**src/rtl/canyon_input_pkg.sv**
```systemverilog
// Shared scan codes and coin shaper state encoding for the Canyon Bomber input conditioner.
package canyon_input_pkg;
  localparam logic [8:0] KC_SPACE = 9'h029;
  localparam logic [8:0] KC_CTRL  = 9'h014;
  localparam logic [8:0] KC_F1    = 9'h005;
  localparam logic [8:0] KC_1     = 9'h016;
  localparam logic [8:0] KC_F2    = 9'h006;
  localparam logic [8:0] KC_2     = 9'h01E;
  localparam logic [8:0] KC_5     = 9'h02E;
  localparam logic [8:0] KC_6     = 9'h036;
  localparam logic [8:0] KC_A     = 9'h01C;

  typedef enum logic [1:0] {ARM, IDLE, PULSE} coin_state_t;
endpackage

```
**src/rtl/canyon_coin_pulse.sv**
```systemverilog
// Turns a raw coin request into one active-low pulse of exactly COIN_CYC cycles per press.
module canyon_coin_pulse
  import canyon_input_pkg::*;
#(
  parameter int unsigned COIN_CYC = 600000
) (
  input  logic clk_sys,
  input  logic Reset_I,
  input  logic raw,
  output logic coin_n
);
  localparam int unsigned CW = (COIN_CYC > 1) ? $clog2(COIN_CYC) : 1;
  localparam logic [CW-1:0] CNT_LOAD = CW'(COIN_CYC - 1);

  coin_state_t   state_q, state_d;
  logic [CW-1:0] cnt_q, cnt_d;
  logic          coin_n_q, coin_n_d;

  always_ff @(posedge clk_sys) begin
    if (!Reset_I) begin
      state_q  <= ARM;
      cnt_q    <= '0;
      coin_n_q <= 1'b1;
    end else begin
      state_q  <= state_d;
      cnt_q    <= cnt_d;
      coin_n_q <= coin_n_d;
    end
  end

  // ARM waits for a release so a coin held through reset or a pulse never re-triggers.
  always_comb begin
    state_d  = state_q;
    cnt_d    = cnt_q;
    coin_n_d = coin_n_q;
    unique case (state_q)
      ARM: begin
        coin_n_d = 1'b1;
        if (!raw) state_d = IDLE;
      end
      IDLE: begin
        coin_n_d = 1'b1;
        if (raw) begin
          state_d  = PULSE;
          cnt_d    = CNT_LOAD;
          coin_n_d = 1'b0;
        end
      end
      PULSE: begin
        if (cnt_q == '0) begin
          coin_n_d = 1'b1;
          state_d  = raw ? ARM : IDLE;
        end else begin
          cnt_d = cnt_q - CW'(1);
        end
      end
      default: begin
        state_d  = ARM;
        coin_n_d = 1'b1;
      end
    endcase
  end

  assign coin_n = coin_n_q;
endmodule

```
**src/rtl/canyon_input_cond.sv**
```systemverilog
// PS/2 key decode merged with MiSTer joystick words; registered active-low Coin/Start/Fire.
module canyon_input_cond
  import canyon_input_pkg::*;
#(
  parameter int unsigned COIN_CYC = 600000
) (
  input  logic        clk_sys,
  input  logic        Reset_I,
  input  logic [10:0] ps2_key,
  input  logic [15:0] joystick_0,
  input  logic [15:0] joystick_1,
  output logic        Coin1_O,
  output logic        Coin2_O,
  output logic        Start1_O,
  output logic        Start2_O,
  output logic        Fire1_O,
  output logic        Fire2_O
);
  logic tgl_q, ev;
  logic k_fire_q, k_fire2_q, k_start1_q, k_start2_q, k_coin1_q, k_coin2_q;
  logic k_fire_d, k_fire2_d, k_start1_d, k_start2_d, k_coin1_d, k_coin2_d;
  logic fire1_n_q, fire2_n_q, start1_n_q, start2_n_q;
  logic fire1, fire2, start1, start2, coin1_raw, coin2_raw;
  logic unused_joy;

  assign unused_joy = &{1'b0, joystick_0[15:7], joystick_0[3:0],
                        joystick_1[15:7], joystick_1[3:0]};

  // Tracking the toggle even in reset keeps the first post-reset cycle event-free.
  assign ev = ps2_key[10] ^ tgl_q;

  always_comb begin
    k_fire_d   = k_fire_q;
    k_fire2_d  = k_fire2_q;
    k_start1_d = k_start1_q;
    k_start2_d = k_start2_q;
    k_coin1_d  = k_coin1_q;
    k_coin2_d  = k_coin2_q;
    if (ev) begin
      case (ps2_key[8:0])
        KC_SPACE, KC_CTRL: k_fire_d   = ps2_key[9];
        KC_F1, KC_1:       k_start1_d = ps2_key[9];
        KC_F2, KC_2:       k_start2_d = ps2_key[9];
        KC_5:              k_coin1_d  = ps2_key[9];
        KC_6:              k_coin2_d  = ps2_key[9];
        KC_A:              k_fire2_d  = ps2_key[9];
        default: ;
      endcase
    end
  end

  assign fire1     = k_fire_q   | joystick_0[4];
  assign fire2     = k_fire2_q  | joystick_1[4];
  assign start1    = k_start1_q | joystick_0[5];
  assign start2    = k_start2_q | joystick_1[5];
  assign coin1_raw = k_coin1_q  | joystick_0[6] | joystick_1[6];
  assign coin2_raw = k_coin2_q;

  always_ff @(posedge clk_sys) begin
    tgl_q <= ps2_key[10];
    if (!Reset_I) begin
      k_fire_q   <= 1'b0;
      k_fire2_q  <= 1'b0;
      k_start1_q <= 1'b0;
      k_start2_q <= 1'b0;
      k_coin1_q  <= 1'b0;
      k_coin2_q  <= 1'b0;
      fire1_n_q  <= 1'b1;
      fire2_n_q  <= 1'b1;
      start1_n_q <= 1'b1;
      start2_n_q <= 1'b1;
    end else begin
      k_fire_q   <= k_fire_d;
      k_fire2_q  <= k_fire2_d;
      k_start1_q <= k_start1_d;
      k_start2_q <= k_start2_d;
      k_coin1_q  <= k_coin1_d;
      k_coin2_q  <= k_coin2_d;
      fire1_n_q  <= ~fire1;
      fire2_n_q  <= ~fire2;
      start1_n_q <= ~start1;
      start2_n_q <= ~start2;
    end
  end

  canyon_coin_pulse #(.COIN_CYC(COIN_CYC)) u_coin1 (
    .clk_sys (clk_sys),
    .Reset_I (Reset_I),
    .raw     (coin1_raw),
    .coin_n  (Coin1_O)
  );

  canyon_coin_pulse #(.COIN_CYC(COIN_CYC)) u_coin2 (
    .clk_sys (clk_sys),
    .Reset_I (Reset_I),
    .raw     (coin2_raw),
    .coin_n  (Coin2_O)
  );

  assign Fire1_O  = fire1_n_q;
  assign Fire2_O  = fire2_n_q;
  assign Start1_O = start1_n_q;
  assign Start2_O = start2_n_q;
endmodule
```
**config.mk**
```make
export PLATFORM = sky130hd
export DESIGN_NAME = canyon_input_cond
export DESIGN_NICKNAME = d
export VERILOG_FILES = /design/src/rtl/canyon_input_pkg.sv /design/src/rtl/canyon_coin_pulse.sv /design/src/rtl/canyon_input_cond.sv
export SDC_FILE = /design/constraint.sdc
export NUM_CORES = 1
export LEC_CHECK = 0
export BUFFER_PORTS_ARGS = -buffer_cell sky130_fd_sc_hd__buf_2
export CAP_MARGIN = 25
export CORE_MARGIN = 2
export CORE_UTILIZATION = 30
export CTS_CLUSTER_DIAMETER = 50
export DETAILED_ROUTE_END_ITERATION = 6
export HOLD_SLACK_MARGIN = 0.15
export SETUP_SLACK_MARGIN = 0.4
export SLEW_MARGIN = 20
export SYNTH_ARGS = -nofsm -noshare
export SYNTH_HDL_FRONTEND = slang
export SYNTH_SLANG_ARGS = --single-unit
```
**constraint.sdc**
```tcl
create_clock -name clk_sys -period 2.2 [get_ports clk_sys]
set_clock_uncertainty 0.2 [all_clocks]
set_input_delay 0.11 -clock clk_sys [delete_from_list [all_inputs] [get_ports clk_sys]]
set_output_delay 0.11 -clock clk_sys [all_outputs]
set_load 0.05 [all_outputs]
```
==> flow_summary.yaml <==
outcome:
  outcome: "finished clean"
routing:
  first_pass_iters: 4
  wire_per_inst_um: 16.80
  viasPerCell: 5.607
  via_count: 3465
  drt_iter0_drc: 134
  routed_wl_mm: 10.39
  drc: 0
  ant_nets: 0
sta:
  drv_slew: 0
  setup_tns_ns: 0
  maxSlewHeadroom: 0.6292
  finalCritPeriodShare: 0.8785
  fmax_mhz: 517.4
  holdWs_ns: 0.2250
  hold_violations: 0
  rsz0062_at_grt: "yes"
  finalCriticalPeriod_ns: 1.933
  setup_viol: 0
  tightest_slew_ns: 0.5504
  layout_setup_ws_ns: 0.2672
synth:
  synth_top_area_share: 0.3564
  synthMuxAreaShare: 0.02814
  synth_top_family_by_area: "simple AND/OR/NAND/NOR gates"
  synth_ff_type: "dfxtp_1"
  ys_seq_area_frac: 0.3564
  synthAdderAreaFrac: 0.01563
  synth_top_cells_by_count: "dfxtp_1 (57), nor3_1 (21), nand2_1 (19)"
  synth_compound_area_frac: 0.2122
  synth_edf_count: 0
  avgSynthCellArea_um2: 8.724
  synthTopCellsByArea: "dfxtp_1 (36%), nor4_4 (3.3%), nor3_1 (3.3%)"
  netlist_instances: 367
  synth-simple-area-share: 0.3423
  netlist_area_um2: 3202
  yosysMostFrequentCell: "dfxtp_1"
  yosys.area.top_type: "dfxtp_1"
  synthDistinctLibCells: 58
  synth_seq_cells: 57
  syn_nets: 416
  synth_xor_area_frac: 0.002735
  yosysWarnings: 0
  async_flop_share: 0
worst_setup_path:
  r2r_end: "u_coin1.cnt_q[17]"
  crit_fanout: 3
  critPathCaptureType: "flip-flop"
  crit_type: "flip-flop to flip-flop"
  worst_ep_required_time_ns: 2.24
  path_cells: "inv_2 -> ha_4 -> or4b_4 -> o211ai_1 -> buf_4 -> or3_1 -> a21oi_1"
  crit_slowest_cell: "or4b_4"
  rr_startpoint: "u_coin1.cnt_q[0]"
  r2r_slack_ns: 0.27
  reg2reg_depth: 7
  slowest_delay_ns: 0.46
  cp_data_arrival_time_ns: 1.98
  startpoint_type: "flip-flop"
placed_design:
  place_ws_ns: 0.1408
  place_congestion: 0.8253
  io_buffers: 24
  dp_hpwl_mm: 5.892
floorplanning:
  pin_count: 51
  start_util: 0.3101
  rows: 37
  die_h_um: 107.3
  die_w_um: 107.3
  core_area_um2: 10320
  die_area_um2: 11520
clock_tree:
  numCtsBuffers: 9
  clockBufferDepth: 2
  cts_tree: "done"
  root_buffer: "clkbuf_8"
  cts_sinks: 57
  clock_latency_ns: 0.35
  clk_pin_slew_ns: 0.07
  htreeDepth: 3
global_routing:
  grt_use_total: 0.1749
  antenna_found_initial: 0
  grt-ovfl-total: 0
  grt_max_degree: 27
  grt_pass1_wl_mm: 16.03
  grt_pass1_vias: 3322
power:
  power_leakage_nw: 1.880
  p_seq_frac: 0.390
  clockPowerShare: 0.318
  combPwrFrac: 0.292
  switching_share: 0.3189
  powerDensity_nw_per_um2: 572.3
  total_power_mw: 2.889
  p_sw_mw: 0.9212
  ir_drop_v: 0.0003325
  internal-power_mw: 1.968
min_path:
  min_from: "ps2_key[4]"
  worst_hold_path_type: "primary input to flip-flop"
  holdPathStages: 5
  hold-path-endpoint: "k_coin1_q"
final_layout:
  area_growth_pct: 57.64
  drive_gt1_frac: 0.4481
  finalNetCount: 527
  antenna_cells: 0
  utilization: 0.4889
flow_run:
  maxCapViolations: 0
[flip-flops by register name (all words and copies together), names as in the netlist, 2 cells and up]
signal / count
u_coin2.state_q: 2
u_coin1.state_q: 2
u_coin1.cnt_q: 20
u_coin2.cnt_q: 20
[cell usage in the layout, fill, tap and decap left out, types with 4 or more instances in the layout]
cell           netlist  final
or3_1                7      7
dfxtp_4              0     11
a311oi_1             9      6
buf_2                3     23
nand2b_1             4      4
a211oi_1            12     10
clkbuf_8             0     12
nor2b_1              6      5
buf_4                1     64
o21ai_0             16     12
dlygate4sd3_1        0     23
o31ai_1             12      7
dfxtp_2              0     12
and2_1               4      4
nand3_1             12      8
o41ai_4              0      4
nor2_1              17     14
dfxtp_1             57     34
nor4_1              16      7
buf_6                1      5
inv_1                9      5
or2_2                5      5
nand3b_1             5      5
a21oi_1             15     12
o211ai_1             6      6
nor4_2               0      4
nor4_4               5     10
and3_1               6      5
nand4b_1             4      4
o31ai_2              0      4
nor3_1              21     16
mux2i_1              9      9
nand4_1              9      9
or4_1                8      5
nand2_1             19     18
[worst max-delay path: cells and delay by family (launching register included)]
| family | cells | cell delay [ns] |
|---|---|---|
| buf+inv | 2 | 0.25 |
| flops | 1 | 0.33 |
| fa+ha+maj | 1 | 0.14 |
| compound gates | 2 | 0.34 |
| simple gates | 2 | 0.56 |
[per-stage QoR]
stage	instance area, um^2	instances
after floorplan	3363	367
after global placement	3711	531
after detailed placement	3711	531
after CTS	4512	597
after global routing	5047	618
final	5047	618
[cell type report]
class | count | area, um^2
sequential | 57 | 1197
inverter | 10 | 42.54
multi-input combinational | 279 | 2451
tap | 136 | 170.2
fill | 928 | 5276
clock buffer | 13 | 168.9
timing repair buffer | 121 | 1005
clock inverter | 2 | 12.51
[worst max path at each step]
stage | endpoint | startpoint
floorplan | u_coin2.cnt_q[19] | u_coin2.cnt_q[3]
global placement | u_coin1.cnt_q[0] | u_coin1.cnt_q[1]
detailed placement | u_coin1.cnt_q[0] | u_coin1.cnt_q[1]
CTS | u_coin1.cnt_q[19] | u_coin1.cnt_q[1]
global route | u_coin1.cnt_q[19] | u_coin1.cnt_q[1]
finish | u_coin1.cnt_q[17] | u_coin1.cnt_q[0]
[repair_timing]
| item | in CTS | in global routing |
|---|---|---|
| hold buffers | 25 | 1 |
| endpoints found under the hold margin | 36 | 5 |
| endpoints found under the setup margin | 44 | 48 |
| gates resized for setup | 42 | 77 |
| buffers inserted | 25 | 20 |
| cloned | 1 | 2 |
| pin swaps | 22 | 34 |
[power groups by stage]
stage          Sequential (mW)  Clock [mW]  Combinational (mW)
6_report                  1.13       0.918               0.844
3_3_place_gp              1.15           0               0.508
5_1_grt                   1.13       0.999               0.904
2_1_floorplan             1.15           0               0.344
3_5_place_dp              1.15           0               0.517
4_1_cts                   1.13       0.951               0.694
[cells by family (layout without fill, tap and decap cells)]
logic type | count (synthesis) | after routing
fa+ha+maj | 4 | 4
flops | 57 | 57
xor+xnor | 1 | 1
simple gates | 169 | 170
buf+inv | 32 | 146
mux | 9 | 9
compound gates | 95 | 95
[metal layers]
| metal | wire length [um] | vias up | GRT usage |
|---|---|---|---|
| li1 | - | 1687 | - |
| met1 | 4540 | 1675 | 0.2048 |
| met2 | 5305 | 88 | 0.2966 |
| met3 | 363 | 15 | 0.05024 |
| met4 | 176 | 0 | 0.07607 |
| met5 | 0 | - | 0 |
Note: power is estimated with default switching activity, not from simulation.
